### src/rtl/regcheck_pkg.sv
// Shared types for the register-file checkpoint checker: FSM states and
// configuration-table select encodings.
package regcheck_pkg;

  typedef enum logic [2:0] {
    IDLE,
    ARMED,
    WAIT_HALT,
    SCAN,
    REPORT,
    DONE
  } state_e;

  localparam logic [1:0] CFG_PC   = 2'd0;
  localparam logic [1:0] CFG_EXP  = 2'd1;
  localparam logic [1:0] CFG_MASK = 2'd2;

endpackage

### src/rtl/regcheck_table.sv
// Expected-value and don't-care mask storage, one row per checkpoint slot.
// Written through the config port, read asynchronously by the scanner.
module regcheck_table
  import regcheck_pkg::*;
#(
  parameter int XLEN  = 32,
  parameter int NREG  = 32,
  parameter int NCKPT = 4
) (
  input  logic                     clk,
  input  logic                     we_i,
  input  logic [1:0]               sel_i,
  input  logic [$clog2(NCKPT)-1:0] ckpt_i,
  input  logic [$clog2(NREG)-1:0]  reg_i,
  input  logic [XLEN-1:0]          data_i,
  input  logic [$clog2(NCKPT)-1:0] rd_ckpt_i,
  input  logic [$clog2(NREG)-1:0]  rd_reg_i,
  output logic [XLEN-1:0]          exp_o,
  output logic                     mask_o
);

  // Not reset: the tables must survive a monitor reset.
  logic [XLEN-1:0] exp_mem  [NCKPT][NREG];
  logic [NREG-1:0] mask_mem [NCKPT];

  always_ff @(posedge clk) begin
    if (we_i && sel_i == CFG_EXP)  exp_mem[ckpt_i][reg_i]  <= data_i;
    if (we_i && sel_i == CFG_MASK) mask_mem[ckpt_i][reg_i] <= data_i[0];
  end

  assign exp_o  = exp_mem[rd_ckpt_i][rd_reg_i];
  assign mask_o = mask_mem[rd_ckpt_i][rd_reg_i];

endmodule

### src/rtl/regcheck_monitor.sv
// Checkpoint checker: halts the core at programmed PCs, scans the register
// file one entry per cycle and reports mismatches against the expected table.
module regcheck_monitor
  import regcheck_pkg::*;
#(
  parameter int XLEN         = 32,
  parameter int NREG         = 32,
  parameter int NCKPT        = 4,
  parameter int PC_W         = 32,
  parameter int ERR_W        = 8,
  parameter bit STOP_ON_FAIL = 1'b0
) (
  input  logic                       clk,
  input  logic                       rst,
  input  logic                       en_i,
  input  logic [$clog2(NCKPT+1)-1:0] num_ckpt_i,
  input  logic [PC_W-1:0]            pc_i,
  input  logic                       halted_i,
  output logic                       halt_req_o,
  output logic [$clog2(NREG)-1:0]    rf_addr_o,
  input  logic [XLEN-1:0]            rf_data_i,
  input  logic                       cfg_we_i,
  input  logic [1:0]                 cfg_sel_i,
  input  logic [$clog2(NCKPT)-1:0]   cfg_ckpt_i,
  input  logic [$clog2(NREG)-1:0]    cfg_reg_i,
  input  logic [XLEN-1:0]            cfg_data_i,
  output logic                       mm_valid_o,
  output logic [$clog2(NREG)-1:0]    mm_reg_o,
  output logic [XLEN-1:0]            mm_exp_o,
  output logic [XLEN-1:0]            mm_act_o,
  output logic                       ckpt_done_o,
  output logic [$clog2(NCKPT)-1:0]   ckpt_idx_o,
  output logic                       ckpt_ok_o,
  output logic [ERR_W-1:0]           err_cnt_o,
  output logic                       done_o,
  output logic                       pass_o
);

  localparam int CK_W = $clog2(NCKPT);
  localparam int RG_W = $clog2(NREG);
  localparam int NC_W = $clog2(NCKPT+1);

  state_e            state_q, state_d;
  logic [CK_W-1:0]   idx_q, idx_d;
  logic [RG_W-1:0]   addr_q, addr_d;
  logic              halt_q, halt_d;
  logic              ckpt_err_q, ckpt_err_d;
  logic              mm_valid_q, mm_valid_d;
  logic [RG_W-1:0]   mm_reg_q, mm_reg_d;
  logic [XLEN-1:0]   mm_exp_q, mm_exp_d;
  logic [XLEN-1:0]   mm_act_q, mm_act_d;
  logic              ckpt_done_q, ckpt_done_d;
  logic              ckpt_ok_q, ckpt_ok_d;
  logic [ERR_W-1:0]  err_q, err_d;
  logic              done_q, done_d;
  logic              pass_q, pass_d;

  logic [PC_W-1:0]   ckpt_pc [NCKPT];
  logic [XLEN-1:0]   exp_val;
  logic              mask_bit, cfg_en, mismatch, last_ckpt;

  // Tables are only writable while the monitor is idle.
  assign cfg_en = cfg_we_i && (state_q == IDLE);

  always_ff @(posedge clk) begin
    if (cfg_en && cfg_sel_i == CFG_PC) ckpt_pc[cfg_ckpt_i] <= cfg_data_i[PC_W-1:0];
  end

  regcheck_table #(.XLEN(XLEN), .NREG(NREG), .NCKPT(NCKPT)) u_table (
    .clk       (clk),
    .we_i      (cfg_en),
    .sel_i     (cfg_sel_i),
    .ckpt_i    (cfg_ckpt_i),
    .reg_i     (cfg_reg_i),
    .data_i    (cfg_data_i),
    .rd_ckpt_i (idx_q),
    .rd_reg_i  (addr_q),
    .exp_o     (exp_val),
    .mask_o    (mask_bit)
  );

  assign mismatch  = (state_q == SCAN) && !mask_bit && (rf_data_i != exp_val);
  assign last_ckpt = (NC_W'(idx_q) + NC_W'(1)) == num_ckpt_i;

  always_comb begin
    state_d     = state_q;
    idx_d       = idx_q;
    addr_d      = addr_q;
    halt_d      = halt_q;
    ckpt_err_d  = ckpt_err_q;
    mm_valid_d  = 1'b0;
    mm_reg_d    = mm_reg_q;
    mm_exp_d    = mm_exp_q;
    mm_act_d    = mm_act_q;
    ckpt_done_d = 1'b0;
    ckpt_ok_d   = ckpt_ok_q;
    err_d       = err_q;
    done_d      = done_q;
    pass_d      = pass_q;
    case (state_q)
      IDLE: if (en_i) begin
        idx_d = '0;
        if (num_ckpt_i == '0) begin
          state_d = DONE;
          done_d  = 1'b1;
          pass_d  = 1'b1;
        end else begin
          state_d = ARMED;
        end
      end
      ARMED: if (pc_i == ckpt_pc[idx_q]) begin
        halt_d  = 1'b1;
        state_d = WAIT_HALT;
      end
      WAIT_HALT: if (halted_i) begin
        addr_d  = '0;
        state_d = SCAN;
      end
      SCAN: begin
        if (mismatch) begin
          mm_valid_d = 1'b1;
          mm_reg_d   = addr_q;
          mm_exp_d   = exp_val;
          mm_act_d   = rf_data_i;
          ckpt_err_d = 1'b1;
          if (err_q != '1) err_d = err_q + ERR_W'(1);
        end
        if (addr_q == RG_W'(NREG-1)) begin
          // The last register's compare still counts toward this checkpoint.
          ckpt_done_d = 1'b1;
          ckpt_ok_d   = !(ckpt_err_q || mismatch);
          halt_d      = 1'b0;
          addr_d      = '0;
          state_d     = REPORT;
        end else begin
          addr_d = addr_q + RG_W'(1);
        end
      end
      REPORT: begin
        ckpt_err_d = 1'b0;
        if ((STOP_ON_FAIL && !ckpt_ok_q) || last_ckpt) begin
          state_d = DONE;
          done_d  = 1'b1;
          pass_d  = (err_q == '0);
        end else begin
          idx_d   = idx_q + CK_W'(1);
          state_d = ARMED;
        end
      end
      default: ;
    endcase
  end

  always_ff @(posedge clk) begin
    if (rst) begin
      state_q     <= IDLE;
      idx_q       <= '0;
      addr_q      <= '0;
      halt_q      <= 1'b0;
      ckpt_err_q  <= 1'b0;
      mm_valid_q  <= 1'b0;
      mm_reg_q    <= '0;
      mm_exp_q    <= '0;
      mm_act_q    <= '0;
      ckpt_done_q <= 1'b0;
      ckpt_ok_q   <= 1'b0;
      err_q       <= '0;
      done_q      <= 1'b0;
      pass_q      <= 1'b0;
    end else begin
      state_q     <= state_d;
      idx_q       <= idx_d;
      addr_q      <= addr_d;
      halt_q      <= halt_d;
      ckpt_err_q  <= ckpt_err_d;
      mm_valid_q  <= mm_valid_d;
      mm_reg_q    <= mm_reg_d;
      mm_exp_q    <= mm_exp_d;
      mm_act_q    <= mm_act_d;
      ckpt_done_q <= ckpt_done_d;
      ckpt_ok_q   <= ckpt_ok_d;
      err_q       <= err_d;
      done_q      <= done_d;
      pass_q      <= pass_d;
    end
  end

  assign halt_req_o  = halt_q;
  assign rf_addr_o   = addr_q;
  assign mm_valid_o  = mm_valid_q;
  assign mm_reg_o    = mm_reg_q;
  assign mm_exp_o    = mm_exp_q;
  assign mm_act_o    = mm_act_q;
  assign ckpt_done_o = ckpt_done_q;
  assign ckpt_idx_o  = idx_q;
  assign ckpt_ok_o   = ckpt_ok_q;
  assign err_cnt_o   = err_q;
  assign done_o      = done_q;
  assign pass_o      = pass_q;

endmodule

### config.mk
export PLATFORM = sky130hd
export DESIGN_NAME = regcheck_monitor
export DESIGN_NICKNAME = d
export VERILOG_FILES = /design/src/rtl/regcheck_pkg.sv /design/src/rtl/regcheck_table.sv /design/src/rtl/regcheck_monitor.sv
export SDC_FILE = /design/constraint.sdc
export NUM_CORES = 2
export LEC_CHECK = 0
export BUFFER_PORTS_ARGS = -buffer_cell sky130_fd_sc_hd__buf_4
export CORE_ASPECT_RATIO = 1.25
export CORE_UTILIZATION = 60
export DETAILED_ROUTE_END_ITERATION = 10
export GPL_ROUTABILITY_DRIVEN = 0
export PLACE_DENSITY = 0.87
export SLEW_MARGIN = 30
export SYNTH_ARGS = -nofsm -noshare
export SYNTH_HDL_FRONTEND = slang
export SYNTH_MEMORY_MAX_BITS = 65536
export SYNTH_SLANG_ARGS = --single-unit
### constraint.sdc
create_clock -name clk -period 5.3 [get_ports clk]
set_input_delay 0.53 -clock clk [delete_from_list [all_inputs] [get_ports clk]]
set_output_delay 0.53 -clock clk [all_outputs]
set_load 0.005 [all_outputs]
==> key figures, run 1 <==
Synthesis
  • Synth unique cells: 84
  • Synth top area share: 76.03%
  • Post-synthesis sequential area ratio: 77.15%
  • Synth top area cells: edfxtp_1 76%, mux4_2 12%, mux2i_1 3.4%, dfxtp_1 1.1%, nor2_1 0.85%
  • Synthesized flop and latch total: 4448
  • Number of synthesized flops with an enable pin: 4352
  • Top_reg_cell synth: edfxtp_1
  • Syn nets: 8331
  • Post-Syn Instances: 8213
  • Yosys warning total: 0
  • Mapped Area: 0.1719 mm²
  • Dominant cell type by area after synthesis: edfxtp_1
  • Top-count cell post-synth: edfxtp_1
  • Share of flip-flops with an asynchronous set or reset: 0%
  • Syn_area_per_cell: 20.93 µm²
  • Synth cell count leaders: 4352 x edfxtp_1, 905 x mux4_2, 576 x mux2i_1

Timing
  • Worst_ep kind: sequential cell input
  • Worst_ep grt: mm_act_o[6]$_SDFFE_PP0P_/D

Global route
  • Tot GR Track Use: 61.27%
  • Overflow after GRT: 154
  • Largest net degree at the start of global routing: 177
  • Antenna violations before repair: 142

Clock network
  • Clock Tree Buf Depth: 4
  • Clk root buf: clkbuf_16
  • H-tree Lvls: 5
  • Cts bufs inserted: 382
  • TritonCTS Sinks: 4448

Floorplan
  • Cell row count: 219
  • I/O Pins: 203
  • DIE WIDTH: 480.7 µm
  • Initial Utilization: 60.38%
  • Die H: 600.4 µm

Place
  • DPL Wire Length: 337500 µm
  • I/O Buffers: 202

Run status
  • First error: [ERROR GRT-0232] Routing congestion too high. Check the congestion heatmap in the GUI.
  • Run status: aborted with a tool error
  • Stopping stage: 5_1_grt
-- metrics by stage --
stage | setup WS, ps | cell area, µm² | setup TNS [ps] | hold WS, ps | cells
CTS | 0.4663 | 195800 | 0 | 0.05568 | 13050
floorplan | 1194 | 171900 | 0 | 447.6 | 8213
global placement | -425.4 | 182700 | -24390 | 463.8 | 12330
detailed placement | -309.5 | 182800 | -16300 | 477.0 | 12340
-- cell families after synthesis --
logic type	Yosys count	synth area share (%)
AOI/OAI and AO/OA	798	3.292
xor gates and xnor gates	66	0.3363
adders and majority gates	5	0.03640
buffers and inverters	482	1.429
DFF	4448	77.15
muxes	1520	15.47
and+or+nand+nor	894	2.292
-- metal layers --
layer  overflow  track usage, %
met5          0           30.30
met4         68           58.00
met3          0           50.27
met2         81           77.48
met1          5           57.96
-- what timing repair did --
action,CTS
hold buffers,21
buffers inserted,7
setup endpoints to repair,80
gates cloned,1
resized for setup,45
endpoints found under the hold margin,26
==> run 2, diff against run 1 <==
Settings changed: CORE_ASPECT_RATIO 1.25 to default, CORE_UTILIZATION 60 to 40, PLACE_DENSITY 0.87 to default, PLACE_DENSITY_LB_ADDON from default to 0.15.
==> key figures, run 2 <==
Worst setup path
  • Arr. time, crit path: 6140 ps
  • CP Launch Type: flop
  • CP most frequent cell: buf_4
  • Delay-heaviest family, CP: buffers and inverters
  • Worst Path Max Fanout: 12
  • Largest stage delay, worst path: 530 ps
  • CP Cell Sequence: buf_4, buf_16, buf_4, buf_4, mux4_2, mux2i_1, o21ai_0, buf_4, a32oi_1, or3_1, nand4b_1, nor4_1, buf_4, nand4_1, o21ai_4, buf_12, buf_4, mux2i_1, nor2_1
  • Critical path class: flop to flop
  • CP endpoint kind: flop
  • Slowest cell on crit path: a32oi_1
  • Critical Path RT: 6210 ps
  • Worst Path Buf+Inv: 8

Floorplan
  • DIE WIDTH: 657.5 µm (+37%)
  • Cell row count: 240 (+9.6%)
  • Initial Utilization: 40.20% (-20 points)
  • DIE AREA: 0.4324 mm²
  • Die H: 657.5 µm (+9.5%)
  • I/O Pins: 203 (unchanged)
  • Core area: 0.4276 mm²

Timing
  • Fin crit period: 5232 ps
  • Slew Limit Fails: 0
  • Relative slew margins: 23.41%
  • Period utilization: 98.72%
  • Hold WS: 37.89 ps
  • Endpoints failing setup: 0
  • Fin. Hold Viols: 0
  • RSZ-0062 raised after global routing: no
  • Setup Skew: 118.5 ps
  • Fmax: 0.1911 GHz
  • Worst Max-Slew Pin Slew: 1149 ps

Run
  • Max-cap violations: 0

Synthesis
  • Post-Syn Instances: 8213 (unchanged)
  • Number of synthesized flops with an enable pin: 4352 (unchanged)
  • Synth cell count leaders: 4352 x edfxtp_1, 905 x mux4_2, 576 x mux2i_1
  • Post-synthesis sequential area ratio: 77.15% (unchanged)
  • Syn nets: 8331 (unchanged)
  • Synth unique cells: 84 (unchanged)
  • Dominant cell type by area after synthesis: edfxtp_1
  • Yosys warning total: 0 (unchanged)
  • Syn_area_per_cell: 20.93 µm² (unchanged)
  • Mapped Area: 0.1719 mm² (unchanged)
  • Synth top area cells: edfxtp_1 76%, mux4_2 12%, mux2i_1 3.4%, dfxtp_1 1.1%, nor2_1 0.85%
  • Top_reg_cell synth: edfxtp_1
  • Synth top area share: 76.03% (unchanged)
  • Top-count cell post-synth: edfxtp_1
  • Synthesized flop and latch total: 4448 (unchanged)
  • Share of flip-flops with an asynchronous set or reset: 0% (unchanged)

Clock network
  • Cts bufs inserted: 461 (+21%)
  • H-tree Lvls: 5 (unchanged)
  • Clock Latency Late Sink: 1070 ps
  • TritonCTS Sinks: 4448 (unchanged)
  • TritonCTS clock tree: done
  • Clock transition at path regs: 60 ps
  • Clk root buf: clkbuf_16
  • Clock Tree Buf Depth: 4 (unchanged)

Layout
  • Fill cell count: 35320
  • Most frequent cells in the layout: 4352 x edfxtp_1, 905 x mux4_2, 884 x buf_4
  • Share of cells above drive strength 1: 29.63%
  • Top reg by flops: u_table.exp_mem
  • Area growth from synthesis to layout: 18.51%
  • Leading cell type in the layout, fill and taps excluded: edfxtp_1
  • Largest register FFs: 4096
  • Largest regs: u_table.exp_mem: 4096 flops, ckpt_pc: 128 flops, u_table.mask_mem: 128 flops
  • Nets: 9456
  • Cell Count, Final, Fillers Out: 15440

Drt
  • Drt first-iter violations: 13320
  • Wirelength per Cell: 39.84 µm
  • WL final: 615000 µm
  • Antenna Violating Nets Remaining: 0
  • DR pass1 iterations: 6
  • Number of remaining DRC errors: 0
  • Vias: 94630
  • Vias per inst: 6.129

Global route
  • Antenna violations before repair: 62
  • Vias in the first global route: 91640
  • Overflow after GRT: 0
  • First-pass GRT wire length: 818300 µm
  • Tot GR Track Use: 27.83%
  • Largest net degree at the start of global routing: 190

Power
  • LEAKAGE: 63.11 nW
  • Peak supply drop: 0.3166 mV
  • Power density cells: 352.5 mW/mm²

Run status
  • Run status: finished clean

Place
  • DPL Wire Length: 382800 µm (+13%)
  • I/O Buffers: 202 (unchanged)
  • Cells after DPL: 14480 (+17%)

Min path
  • Worst hold path type: input pin to flop
-- run 2: cell counts after synthesis --
Identical to the previous run, type by type.
-- run 2: path summary, 6_finish.rpt --
path / from / end / slack [ps] / depth (start not counted)
setup / recovery: flop / mm_act_o[15] / 70 / 19
hold / removal: cfg_data_i[19] / ckpt_pc[3][19] / 40 / 1
setup reg to reg: flop / mm_act_o[15] / 70 / 19
hold reg to reg: done_o / done_o / 470 / 2
-- run 2: worst reg2reg max path, delay by kind of cell (launching register included) --
kind,cells,cell delay (ps)
buffers and inverters,8,1690
DFF,1,410
AOI/OAI and AO/OA,3,1100
and+or+nand+nor,5,850
muxes,3,1050
-- run 2: what timing repair did --
item                                    in CTS  in global routing
endpoints found under the setup margin      80                 80
buffers inserted                             6                 10
hold endpoints to repair                   247                 72
hold buffers                                46                  4
pin swaps                                    2                  6
resized for setup                           17                 44
cloned                                       0                  7
-- run 2: cell families after synthesis --
group	synth area share [%]
buffers and inverters	1.429
AOI/OAI and AO/OA	3.292
adders and majority gates	0.03640
and+or+nand+nor	2.292
DFF	77.15
muxes	15.47
xor gates and xnor gates	0.3363
-- run 2: layer usage --
layer	up-vias	track usage, %	wire (µm)
met5	-	0	64
met4	10	12.97	33660
met3	1043	5.491	58490
met2	5488	43.39	283800
met1	51400	37.84	239000
li1	36680	-	-
-- run 2: final cells by class --
cell class | count | area [µm²] | area share, %
Sequential cell | 4448 | 132600 | 65.11
Multi-Input combinational cell | 3283 | 38250 | 18.77
Clock buffer | 597 | 12230 | 6.004
Timing Repair Buffer | 1128 | 11000 | 5.402
Tap cell | 5687 | 7116 | 3.493
Clock inverter | 259 | 2360 | 1.158
Inverter | 16 | 72.57 | 0.03562
Antenna cell | 20 | 50.05 | 0.02457
-- run 2: metrics by stage --
step	worst slack (ps)	cell area (µm²)	utilization, %	TNS [ps]	total power, mW
CTS	6.160	203000	47.47	0	72.16
detailed placement	-461.8	187800	43.91	-27850	40.78
floorplan	1194	171900	-	0	39.69
global placement	-1221	187600	43.88	-88160	40.72
finish	68.03	203700	47.64	0	71.81
global route	6.606	203700	47.63	0	73.50
-- run 2: report_power, final --
group / internal (mW) / switching, mW
registers: 38.6 / 0.00808
clock network: 17.9 / 13.8
logic: 0.358 / 1.12
No activity file was read; power rests on OpenSTA's default activity.
